<file path="config.mk">
export PLATFORM = sky130hd
export DESIGN_NAME = job_pe_mo
export DESIGN_NICKNAME = d
export VERILOG_FILES = /design/src/rtl/job_pe_mo.sv
export SDC_FILE = /design/constraint.sdc
export NUM_CORES = 2
export LEC_CHECK = 0
export CAP_MARGIN = 20
export CORE_MARGIN = 8
export CORE_UTILIZATION = 35
export CTS_BUF_LIST = sky130_fd_sc_hd__clkbuf_16
export DETAILED_ROUTE_END_ITERATION = 8
export PLACE_DENSITY = 0.55
export RECOVER_POWER = 25
export SLEW_MARGIN = 20
export SYNTH_ARGS = -nofsm -noshare
export SYNTH_HDL_FRONTEND = slang
export SYNTH_SLANG_ARGS = --single-unit
</file>
<file path="constraint.sdc">
create_clock -name clk -period 7.8 [get_ports clk]
set_input_delay 1.56 -clock clk [delete_from_list [all_inputs] [get_ports clk]]
set_output_delay 1.56 -clock clk [all_outputs]
set_load 0.1 [all_outputs]
</file>
<file path="src/rtl/job_pe_mo.sv">
// Job processing element: loads a job of hash results, extends match heads in a lazy window, emits sequences.
// Build option JOB_PE_MO_LAZY_EN: full LAZY_LEN window; undefined gives greedy matching (window entry 0 only).
module job_pe_mo #(
  parameter int ADDR_W     = 32,
  parameter int JOB_LEN    = 32,
  parameter int ISSUE_W    = 4,
  parameter int LAZY_LEN   = 4,
  parameter int META_LEN_W = 4,
  parameter int META_HIST  = 16,
  parameter int MLEN_W     = 8,
  parameter int OFF_W      = 16,
  parameter int MIN_MATCH  = 4,
  localparam int TAG_W = $clog2(LAZY_LEN),
  localparam int PTR_W = $clog2(JOB_LEN) + 1
) (
  input  logic                          clk,
  input  logic                          rst,
  input  logic                          in_valid,
  output logic                          in_ready,
  input  logic [ADDR_W-1:0]             in_head_addr,
  input  logic [ISSUE_W-1:0]            in_hist_valid,
  input  logic [ISSUE_W*ADDR_W-1:0]     in_hist_addr,
  input  logic [ISSUE_W*META_LEN_W-1:0] in_meta_len,
  input  logic [ISSUE_W-1:0]            in_can_ext,
  input  logic                          in_delim,
  output logic                          req_valid,
  input  logic                          req_ready,
  output logic [ADDR_W-1:0]             req_head_addr,
  output logic [ADDR_W-1:0]             req_hist_addr,
  output logic [TAG_W-1:0]              req_tag,
  input  logic                          resp_valid,
  output logic                          resp_ready,
  input  logic [MLEN_W-1:0]             resp_len,
  input  logic [TAG_W-1:0]              resp_tag,
  output logic                          seq_valid,
  input  logic                          seq_ready,
  output logic [PTR_W-1:0]              seq_ll,
  output logic [MLEN_W-1:0]             seq_ml,
  output logic [OFF_W-1:0]              seq_offset,
  output logic                          seq_eoj,
  output logic                          seq_delim,
  output logic [MLEN_W-1:0]             seq_overlap
);
  localparam int IDX_W  = PTR_W - 1;
  localparam int BEATS  = JOB_LEN / ISSUE_W;
  localparam int BEAT_W = (BEATS > 1) ? $clog2(BEATS) : 1;
  localparam int END_W  = ((MLEN_W > PTR_W) ? MLEN_W : PTR_W) + 1;
`ifdef JOB_PE_MO_LAZY_EN
  localparam int WIN_N = LAZY_LEN;
`else
  localparam int WIN_N = 1;
`endif

  typedef enum logic [2:0] {S_LOAD, S_SEEK, S_ISSUE, S_WAIT, S_EMIT, S_SEND, S_TAIL} state_e;

  state_e                state_q, state_d;
  logic [BEAT_W-1:0]     beat_q, beat_d;
  logic [ADDR_W-1:0]     job_head_q, job_head_d;
  logic                  job_delim_q, job_delim_d;
  logic [PTR_W-1:0]      p_q, p_d, seq_ptr_q, seq_ptr_d, match_ptr_q, match_ptr_d;
  logic [LAZY_LEN-1:0]   win_valid_q, win_valid_d, pend_q, pend_d, outst_q, outst_d;
  logic [MLEN_W-1:0]     win_len_q [LAZY_LEN];
  logic [MLEN_W-1:0]     win_len_d [LAZY_LEN];
  logic                  seq_valid_q, seq_valid_d, seq_eoj_q, seq_eoj_d, seq_delim_q, seq_delim_d;
  logic [PTR_W-1:0]      seq_ll_q, seq_ll_d, seq_end_q, seq_end_d;
  logic [MLEN_W-1:0]     seq_ml_q, seq_ml_d, seq_ovl_q, seq_ovl_d;
  logic [OFF_W-1:0]      seq_off_q, seq_off_d;

  logic                  pos_valid_q [JOB_LEN];
  logic                  pos_ext_q   [JOB_LEN];
  logic [META_LEN_W-1:0] pos_len_q   [JOB_LEN];
  logic [OFF_W-1:0]      pos_off_q   [JOB_LEN];
  logic [ADDR_W-1:0]     pos_hist_q  [JOB_LEN];
  logic                  tbl_we;

  function automatic int msb_idx(input logic [OFF_W-1:0] v);
    msb_idx = 0;
    for (int b = 0; b < OFF_W; b++) if (v[b]) msb_idx = b;
  endfunction

  // First valid position at or after match_ptr.
  logic             seek_found;
  logic [PTR_W-1:0] seek_p;
  always_comb begin
    seek_found = 1'b0;
    seek_p     = '0;
    for (int i = JOB_LEN - 1; i >= 0; i--) begin
      if (pos_valid_q[i] && (PTR_W'(i) >= match_ptr_q)) begin
        seek_found = 1'b1;
        seek_p     = PTR_W'(i);
      end
    end
  end

  logic [TAG_W-1:0] iss_k;
  logic [PTR_W-1:0] iss_pos;
  always_comb begin
    iss_k = '0;
    for (int k = LAZY_LEN - 1; k >= 0; k--) if (pend_q[k]) iss_k = TAG_W'(k);
  end
  assign iss_pos = p_q + PTR_W'(iss_k);

  assign in_ready      = (state_q == S_LOAD);
  assign resp_ready    = (state_q == S_ISSUE) || (state_q == S_WAIT);
  assign req_valid     = (state_q == S_ISSUE) && (|pend_q);
  assign req_tag       = iss_k;
  assign req_head_addr = job_head_q + ADDR_W'(iss_pos) + ADDR_W'(META_HIST);
  assign req_hist_addr = pos_hist_q[iss_pos[IDX_W-1:0]] + ADDR_W'(META_HIST);

  // Best candidate: highest 4*len - log2(offset), strict compare keeps the lowest k on ties.
  logic             best_found;
  logic [TAG_W-1:0] best_k;
  logic [PTR_W-1:0] best_pos;
  logic [END_W-1:0] best_end;
  always_comb begin
    int               score;
    int               best_score;
    logic [PTR_W-1:0] pos;
    best_found = 1'b0;
    best_k     = '0;
    best_score = 0;
    score      = 0;
    pos        = '0;
    for (int k = 0; k < LAZY_LEN; k++) begin
      pos   = p_q + PTR_W'(k);
      score = 4 * int'(win_len_q[k]) - msb_idx(pos_off_q[pos[IDX_W-1:0]]);
      if (win_valid_q[k] && (win_len_q[k] >= MLEN_W'(MIN_MATCH)) &&
          (!best_found || (score > best_score))) begin
        best_found = 1'b1;
        best_k     = TAG_W'(k);
        best_score = score;
      end
    end
  end
  assign best_pos = p_q + PTR_W'(best_k);
  assign best_end = END_W'(best_pos) + END_W'(win_len_q[best_k]);

  always_comb begin
    logic [PTR_W-1:0] widx;
    logic [MLEN_W:0]  sum;
    // NOTE: every next-state value defaults to its register so no path can infer a latch.
    state_d     = state_q;     beat_d      = beat_q;      job_head_d  = job_head_q;
    job_delim_d = job_delim_q; p_d         = p_q;         seq_ptr_d   = seq_ptr_q;
    match_ptr_d = match_ptr_q; win_valid_d = win_valid_q; pend_d      = pend_q;
    outst_d     = outst_q;     win_len_d   = win_len_q;   seq_valid_d = seq_valid_q;
    seq_ll_d    = seq_ll_q;    seq_ml_d    = seq_ml_q;    seq_off_d   = seq_off_q;
    seq_eoj_d   = seq_eoj_q;   seq_delim_d = seq_delim_q; seq_ovl_d   = seq_ovl_q;
    seq_end_d   = seq_end_q;   tbl_we      = 1'b0;        widx        = '0;
    sum         = '0;
    case (state_q)
      S_LOAD: if (in_valid) begin
        tbl_we = 1'b1;
        beat_d = beat_q + BEAT_W'(1);
        if (beat_q == '0) job_head_d = in_head_addr;
        if (beat_q == BEAT_W'(BEATS - 1)) begin
          job_delim_d = in_delim;
          beat_d      = '0;
          seq_ptr_d   = '0;
          match_ptr_d = '0;
          state_d     = S_SEEK;
        end
      end
      S_SEEK: begin
        if (!seek_found) begin
          seq_valid_d = 1'b1;
          seq_ll_d    = PTR_W'(JOB_LEN) - seq_ptr_q;
          seq_ml_d    = '0;
          seq_off_d   = '0;
          seq_ovl_d   = '0;
          seq_eoj_d   = 1'b1;
          seq_delim_d = job_delim_q;
          state_d     = S_TAIL;
        end else begin
          p_d = seek_p;
          for (int k = 0; k < LAZY_LEN; k++) begin
            widx           = seek_p + PTR_W'(k);
            win_valid_d[k] = (k < WIN_N) && !widx[PTR_W-1] && pos_valid_q[widx[IDX_W-1:0]];
            win_len_d[k]   = win_valid_d[k] ? MLEN_W'(pos_len_q[widx[IDX_W-1:0]]) : '0;
            pend_d[k]      = win_valid_d[k] && pos_ext_q[widx[IDX_W-1:0]];
          end
          outst_d = '0;
          state_d = (|pend_d) ? S_ISSUE : S_WAIT;
        end
      end
      S_ISSUE, S_WAIT: begin
        if (resp_valid && outst_q[resp_tag]) begin
          sum                 = {1'b0, win_len_q[resp_tag]} + {1'b0, resp_len};
          win_len_d[resp_tag] = sum[MLEN_W] ? '1 : sum[MLEN_W-1:0];
          outst_d[resp_tag]   = 1'b0;
        end
        if (req_valid && req_ready) begin
          pend_d[iss_k]  = 1'b0;
          outst_d[iss_k] = 1'b1;
        end
        if (pend_d == '0) state_d = (outst_d == '0) ? S_EMIT : S_WAIT;
      end
      S_EMIT: begin
        if (!best_found) begin
          match_ptr_d = p_q + PTR_W'(1);
          state_d     = S_SEEK;
        end else begin
          seq_valid_d = 1'b1;
          seq_ll_d    = best_pos - seq_ptr_q;
          seq_ml_d    = win_len_q[best_k];
          seq_off_d   = pos_off_q[best_pos[IDX_W-1:0]];
          seq_eoj_d   = (best_end >= END_W'(JOB_LEN));
          seq_ovl_d   = seq_eoj_d ? MLEN_W'(best_end - END_W'(JOB_LEN)) : '0;
          seq_delim_d = job_delim_q && seq_eoj_d;
          seq_end_d   = PTR_W'(best_end);
          state_d     = S_SEND;
        end
      end
      S_SEND: if (seq_ready) begin
        seq_valid_d = 1'b0;
        if (seq_eoj_q) begin
          state_d = S_LOAD;
        end else begin
          seq_ptr_d   = seq_end_q;
          match_ptr_d = seq_end_q;
          state_d     = S_SEEK;
        end
      end
      S_TAIL: if (seq_ready) begin
        seq_valid_d = 1'b0;
        state_d     = S_LOAD;
      end
      default: state_d = S_LOAD;
    endcase
  end

  always_ff @(posedge clk) begin
    if (rst) begin
      state_q     <= S_LOAD;  beat_q      <= '0;  job_head_q  <= '0;  job_delim_q <= 1'b0;
      p_q         <= '0;      seq_ptr_q   <= '0;  match_ptr_q <= '0;  win_valid_q <= '0;
      pend_q      <= '0;      outst_q     <= '0;  seq_valid_q <= 1'b0; seq_ll_q   <= '0;
      seq_ml_q    <= '0;      seq_off_q   <= '0;  seq_eoj_q   <= 1'b0; seq_delim_q <= 1'b0;
      seq_ovl_q   <= '0;      seq_end_q   <= '0;
      for (int k = 0; k < LAZY_LEN; k++) win_len_q[k] <= '0;
    end else begin
      state_q     <= state_d;     beat_q      <= beat_d;      job_head_q  <= job_head_d;
      job_delim_q <= job_delim_d; p_q         <= p_d;         seq_ptr_q   <= seq_ptr_d;
      match_ptr_q <= match_ptr_d; win_valid_q <= win_valid_d; pend_q      <= pend_d;
      outst_q     <= outst_d;     seq_valid_q <= seq_valid_d; seq_ll_q    <= seq_ll_d;
      seq_ml_q    <= seq_ml_d;    seq_off_q   <= seq_off_d;   seq_eoj_q   <= seq_eoj_d;
      seq_delim_q <= seq_delim_d; seq_ovl_q   <= seq_ovl_d;   seq_end_q   <= seq_end_d;
      win_len_q   <= win_len_d;
    end
  end

  // NOTE: the job table is reset too, so a job abandoned by rst never leaves stale hits behind.
  always_ff @(posedge clk) begin
    if (rst) begin
      for (int i = 0; i < JOB_LEN; i++) begin
        pos_valid_q[i] <= 1'b0;
        pos_ext_q[i]   <= 1'b0;
        pos_len_q[i]   <= '0;
        pos_off_q[i]   <= '0;
        pos_hist_q[i]  <= '0;
      end
    end else if (tbl_we) begin
      for (int i = 0; i < ISSUE_W; i++) begin
        pos_valid_q[IDX_W'(int'(beat_q) * ISSUE_W + i)] <= in_hist_valid[i];
        pos_ext_q[IDX_W'(int'(beat_q) * ISSUE_W + i)]   <= in_can_ext[i];
        pos_len_q[IDX_W'(int'(beat_q) * ISSUE_W + i)]   <= in_meta_len[i*META_LEN_W +: META_LEN_W];
        pos_hist_q[IDX_W'(int'(beat_q) * ISSUE_W + i)]  <= in_hist_addr[i*ADDR_W +: ADDR_W];
        pos_off_q[IDX_W'(int'(beat_q) * ISSUE_W + i)]   <=
          OFF_W'(in_head_addr + ADDR_W'(i) - in_hist_addr[i*ADDR_W +: ADDR_W]);
      end
    end
  end

  assign seq_valid   = seq_valid_q;
  assign seq_ll      = seq_ll_q;
  assign seq_ml      = seq_ml_q;
  assign seq_offset  = seq_off_q;
  assign seq_eoj     = seq_eoj_q;
  assign seq_delim   = seq_delim_q;
  assign seq_overlap = seq_ovl_q;
endmodule
</file>
==> qor.json <==
{
  "tightest_slew": {"value": 4.72, "unit": "ns"},
  "power.internal": {"value": 21800, "unit": "uW"},
  "power_density": {"value": 330, "unit": "mW/mm2"},
  "utilization": {"value": 41.1, "unit": "%"},
  "avgSynthCellArea": {"value": 14.2, "unit": "um2"},
  "drt_drc_violations_left": {"value": 0},
  "post_drt_via_cell_ratio": {"value": 5.28},
  "nets": {"value": 6774},
  "report.final.hold_viol_count": {"value": 0},
  "cp_arrival": {"value": 6.07, "unit": "ns"},
  "irDropWorstVdd": {"value": 0.571, "unit": "mV"},
  "critical_path_peak_fanout": {"value": 6},
  "cts_inserted_buffers": {"value": 203},
  "swShare": {"value": 35.1, "unit": "%"},
  "netSwitchingPower": {"value": 11800, "unit": "uW"},
  "clk_root_buffer_cell": {"value": "sky130_fd_sc_hd__clkbuf_16"},
  "gr-usage-all-layers": {"value": 18.5, "unit": "%"},
  "worst_skew_pair.late_latency": {"value": 0.86, "unit": "ns"},
  "rows": {"value": 183},
  "synth.distinct_cells": {"value": 94},
  "critical_path.endpoint_type": {"value": "output pin"},
  "detailed_placement_hpwl": {"value": 157, "unit": "mm"},
  "critical_path.slowest_cell": {"value": "sky130_fd_sc_hd__fa_4"},
  "area_delta_synth_final": {"value": 17.0, "unit": "%"},
  "cp_slowest_stage_delay": {"value": 0.86, "unit": "ns"},
  "place.port_buffers": {"value": 310},
  "fp.dieArea": {"value": 0.265, "unit": "mm2"},
  "yosys_warnings": {"value": 0},
  "yosysSeqAreaShare": {"value": 62.9, "unit": "%"},
  "report.final.slew_viol_count": {"value": 1211},
  "ys_top_cells_by_area": {"value": "sky130_fd_sc_hd__edfxtp_1, sky130_fd_sc_hd__mux4_2, sky130_fd_sc_hd__and2_1"},
  "syn_inst": {"value": 6149},
  "yosysTopAreaCellShare": {"value": 59.5, "unit": "%"},
  "ctsHoldBuffers": {"value": 0},
  "place_area": {"value": 0.0953, "unit": "mm2"},
  "number_of_primary_i_o_pins": {"value": 311},
  "initial_drc_count": {"value": 4637},
  "run_status": {"value": "complete, but fails checks"},
  "hp-class": {"value": "reg2reg"},
  "timing_worst_setup_path_type": {"value": "reg2out"},
  "period_share": {"value": 97.8, "unit": "%"},
  "seq_power_share": {"value": 36.1, "unit": "%"},
  "total_leakage_power": {"value": 0.0367, "unit": "uW"},
  "finalSetupTns": {"value": 0, "unit": "ns"},
  "global_route_wire_length_before_repair": {"value": 367, "unit": "mm"},
  "most_instantiated_flip_flop_cell_in_the_synthesis_netlist": {"value": "sky130_fd_sc_hd__edfxtp_1"},
  "detail-route-antenna-nets": {"value": 0},
  "die_height": {"value": 515, "unit": "um"},
  "max_freq": {"value": 0.131, "unit": "GHz"},
  "dr_pass1_iterations": {"value": 6},
  "synth_nets": {"value": 6499},
  "synth.most_common_cell": {"value": "sky130_fd_sc_hd__edfxtp_1"},
  "power.share.clock": {"value": 28.1, "unit": "%"},
  "synth.cell_area": {"value": 0.0872, "unit": "mm2"},
  "grt_overflow": {"value": 0},
  "violated_checks": {"value": "capacitance limit, slew limit"},
  "clock_h_tree_levels": {"value": 4},
  "cts_tree": {"value": "done"},
  "max_cap_viol_count": {"value": 24},
  "floorplan.initialDensity": {"value": 35.1, "unit": "%"},
  "worst_slew_margin_rel": {"value": -215, "unit": "%"},
  "clock_tree_sinks": {"value": 1877},
  "synth.top_cells.by_count": {"value": "sky130_fd_sc_hd__edfxtp_1, sky130_fd_sc_hd__nor2_1, sky130_fd_sc_hd__and2_1, sky130_fd_sc_hd__mux4_2, sky130_fd_sc_hd__clkbuf_1"},
  "worst_setup_start_kind": {"value": "flop"},
  "flip_flop_and_latch_count_after_synthesis": {"value": 1877},
  "floorplan.core_area": {"value": 0.248, "unit": "mm2"},
  "post_route_standard_cell_area_excluding_fillers": {"value": 0.102, "unit": "mm2"},
  "synthDominantAreaCellType": {"value": "sky130_fd_sc_hd__edfxtp_1"},
  "critical_path.most_common_cell": {"value": "sky130_fd_sc_hd__buf_4"},
  "crit_path_cell_trace": {"value": "inv_2 > a21oi_4 > nor2_4 > ha_4 > fa_4 > buf_12 > buf_4 > buf_4 > mux4_2 > mux4_2 > mux2i_2 > or4_4 > or2_4 > nor3_4 > nor2b_2 > nand2b_1 > buf_4 > buf_4 > nor2_1 > xnor2_2 > buf_12"},
  "detail_route.wirelength": {"value": 251, "unit": "mm"},
  "grt_max_degree": {"value": 109},
  "grt_antenna_before_repair": {"value": 27},
  "rsz0062_at_grt": {"value": "true"},
  "clkTransAtPathRegs": {"value": 0.06, "unit": "ns"},
  "grt_pass1_vias": {"value": 53400},
  "required": {"value": 6.24, "unit": "ns"},
  "die_x": {"value": 515, "unit": "um"},
  "globalplace.congestion": {"value": 0.845},
  "drt-wirelength-per-cell": {"value": 25.3, "unit": "um"},
  "num_vias": {"value": 52500},
  "final_layout_size_suffix_gt1_share": {"value": 16.2, "unit": "%"},
  "asyncSetResetFlopFracSynth": {"value": 0, "unit": "%"},
  "synth-edff-count": {"value": 1728},
  "final_period_minus_worst_setup_slack": {"value": 7.63, "unit": "ns"},
  "timing.clock.skew": {"value": 0.0823, "unit": "ns"},
  "gate_power_share": {"value": 35.8, "unit": "%"},
  "final_setup_violation_count": {"value": 0},
  "cts.path.max_buffers": {"value": 3}
}
[routing by layer]
metal / share of wire, % / vias to the layer above / track usage, %
met5: 0.022 / - / 0
met4: 2.3 / 10 / 4.57
met3: 6.4 / 315 / 3.40
met2: 47 / 1642 / 30.3
met1: 44 / 27300 / 25.5
li1: - / 23200 / -
[flip-flops by register name (all words and copies together) (netlist names), 8 cells and up, named ones only]
| register | count |
|---|---|
| seq_ml | 8 |
| seq_overlap | 8 |
| pos_valid_q | 32 |
| seq_offset | 16 |
| pos_len_q | 128 |
| job_head_q | 32 |
| win_len_q | 32 |
| pos_off_q | 512 |
| pos_ext_q | 32 |
| pos_hist_q | 1024 |
[power groups by stage]
stage          clock, uW  sequential [uW]  combinational [uW]
6_report            9470            12100               12100
5_1_grt            10100            12200               12700
4_1_cts             9680            12100               12200
3_5_place_dp           0            12300               12000
3_3_place_gp           0            12300               11900
2_1_floorplan          0            12100                8310
[through the flow]
stage          worst slack, ns  hold WS (ns)  std cells  total power [uW]
2_1_floorplan           -0.289         0.436       6149             20400
3_3_place_gp            0.0196         0.450       9532             24300
3_5_place_dp             0.112         0.457       9533             24300
4_1_cts                 0.0311         0.465       9922             34000
5_1_grt                -0.0130         0.489       9929             35000
6_report                 0.173         0.468       9936             33700
[area by class of cell]
cell class                 instances  area, um2
sequential                      1877      54900
multi-input combinational       3722      30700
tap                             3330       4170
timing repair buffer             465       5110
fill                           22700     146000
antenna                           11       27.5
clock buffer                     206       5150
inverter                         155        582
clock inverter                   170       1430
[repair_timing]
action / in CTS / in global routing
pin swaps: 6 / 3
resized for setup: 31 / 8
setup endpoints to repair: 26 / 13
gates cloned: 3 / 0
setup buffers: 10 / 2
[final timing paths]
kind                                     from  cells past startpoint                 to  slack (ns)
worst max-delay path                pend_q[2]                     21  req_hist_addr[25]        0.17
worst min register to register  job_head_q[1]                      2      job_head_q[1]        0.47
worst min-delay path            job_head_q[1]                      2      job_head_q[1]        0.47
worst max register to register     state_q[1]                      6    pos_len_q[5][0]        1.57
[critical path: cells and delay by family (launching register included)]
kind,cells,cell delay [ns]
xor+xnor,1,0.32
compound gates,1,0.15
mux,3,1.27
fa+ha+maj,2,1.04
flops,1,0.37
simple gates,7,1.03
buf+inv,7,1.03
[cell usage in the layout, fill, tap and decap left out, types with 16 or more instances in the layout]
master                            synthesis  routed
sky130_fd_sc_hd__clkinv_2                 0      28
sky130_fd_sc_hd__inv_1                   97     149
sky130_fd_sc_hd__xor2_1                  37      28
sky130_fd_sc_hd__clkdlybuf4s50_1          0     249
sky130_fd_sc_hd__buf_4                   27     114
sky130_fd_sc_hd__nand4_1                 17      17
sky130_fd_sc_hd__xnor2_2                  1      22
sky130_fd_sc_hd__a211oi_1                42      41
sky130_fd_sc_hd__bufinv_16                0      17
sky130_fd_sc_hd__and2_1                 834     605
sky130_fd_sc_hd__nor2_1                1083    1081
sky130_fd_sc_hd__nand2b_1                21      21
sky130_fd_sc_hd__clkbuf_1               246      20
sky130_fd_sc_hd__ha_1                   140     139
sky130_fd_sc_hd__a22oi_1                 60      60
sky130_fd_sc_hd__nand2_1                177     169
sky130_fd_sc_hd__buf_12                   0      71
sky130_fd_sc_hd__nor2b_1                 42      41
sky130_fd_sc_hd__o21ai_0                 57      57
sky130_fd_sc_hd__nor3_1                  43      43
sky130_fd_sc_hd__dfxtp_1                149     141
sky130_fd_sc_hd__and2_0                   2     230
sky130_fd_sc_hd__xnor2_1                 87      58
sky130_fd_sc_hd__and3_1                  18      17
sky130_fd_sc_hd__edfxtp_1              1728    1728
sky130_fd_sc_hd__nand3_1                 49      46
sky130_fd_sc_hd__a21oi_1                151     148
sky130_fd_sc_hd__clkinv_1                57     106
sky130_fd_sc_hd__clkbuf_16                0     206
sky130_fd_sc_hd__mux2i_1                121     116
sky130_fd_sc_hd__o211ai_1                16      16
sky130_fd_sc_hd__mux4_2                 488     488
[cell families after synthesis]
family | count (synthesis) | synth area share, %
buf+inv | 550 | 2.66
fa+ha+maj | 152 | 2.25
flops | 1877 | 62.9
mux | 615 | 14.1
compound gates | 473 | 3.59
simple gates | 2356 | 13.2
xor+xnor | 126 | 1.28
No activity file was read; power rests on OpenSTA's default activity.
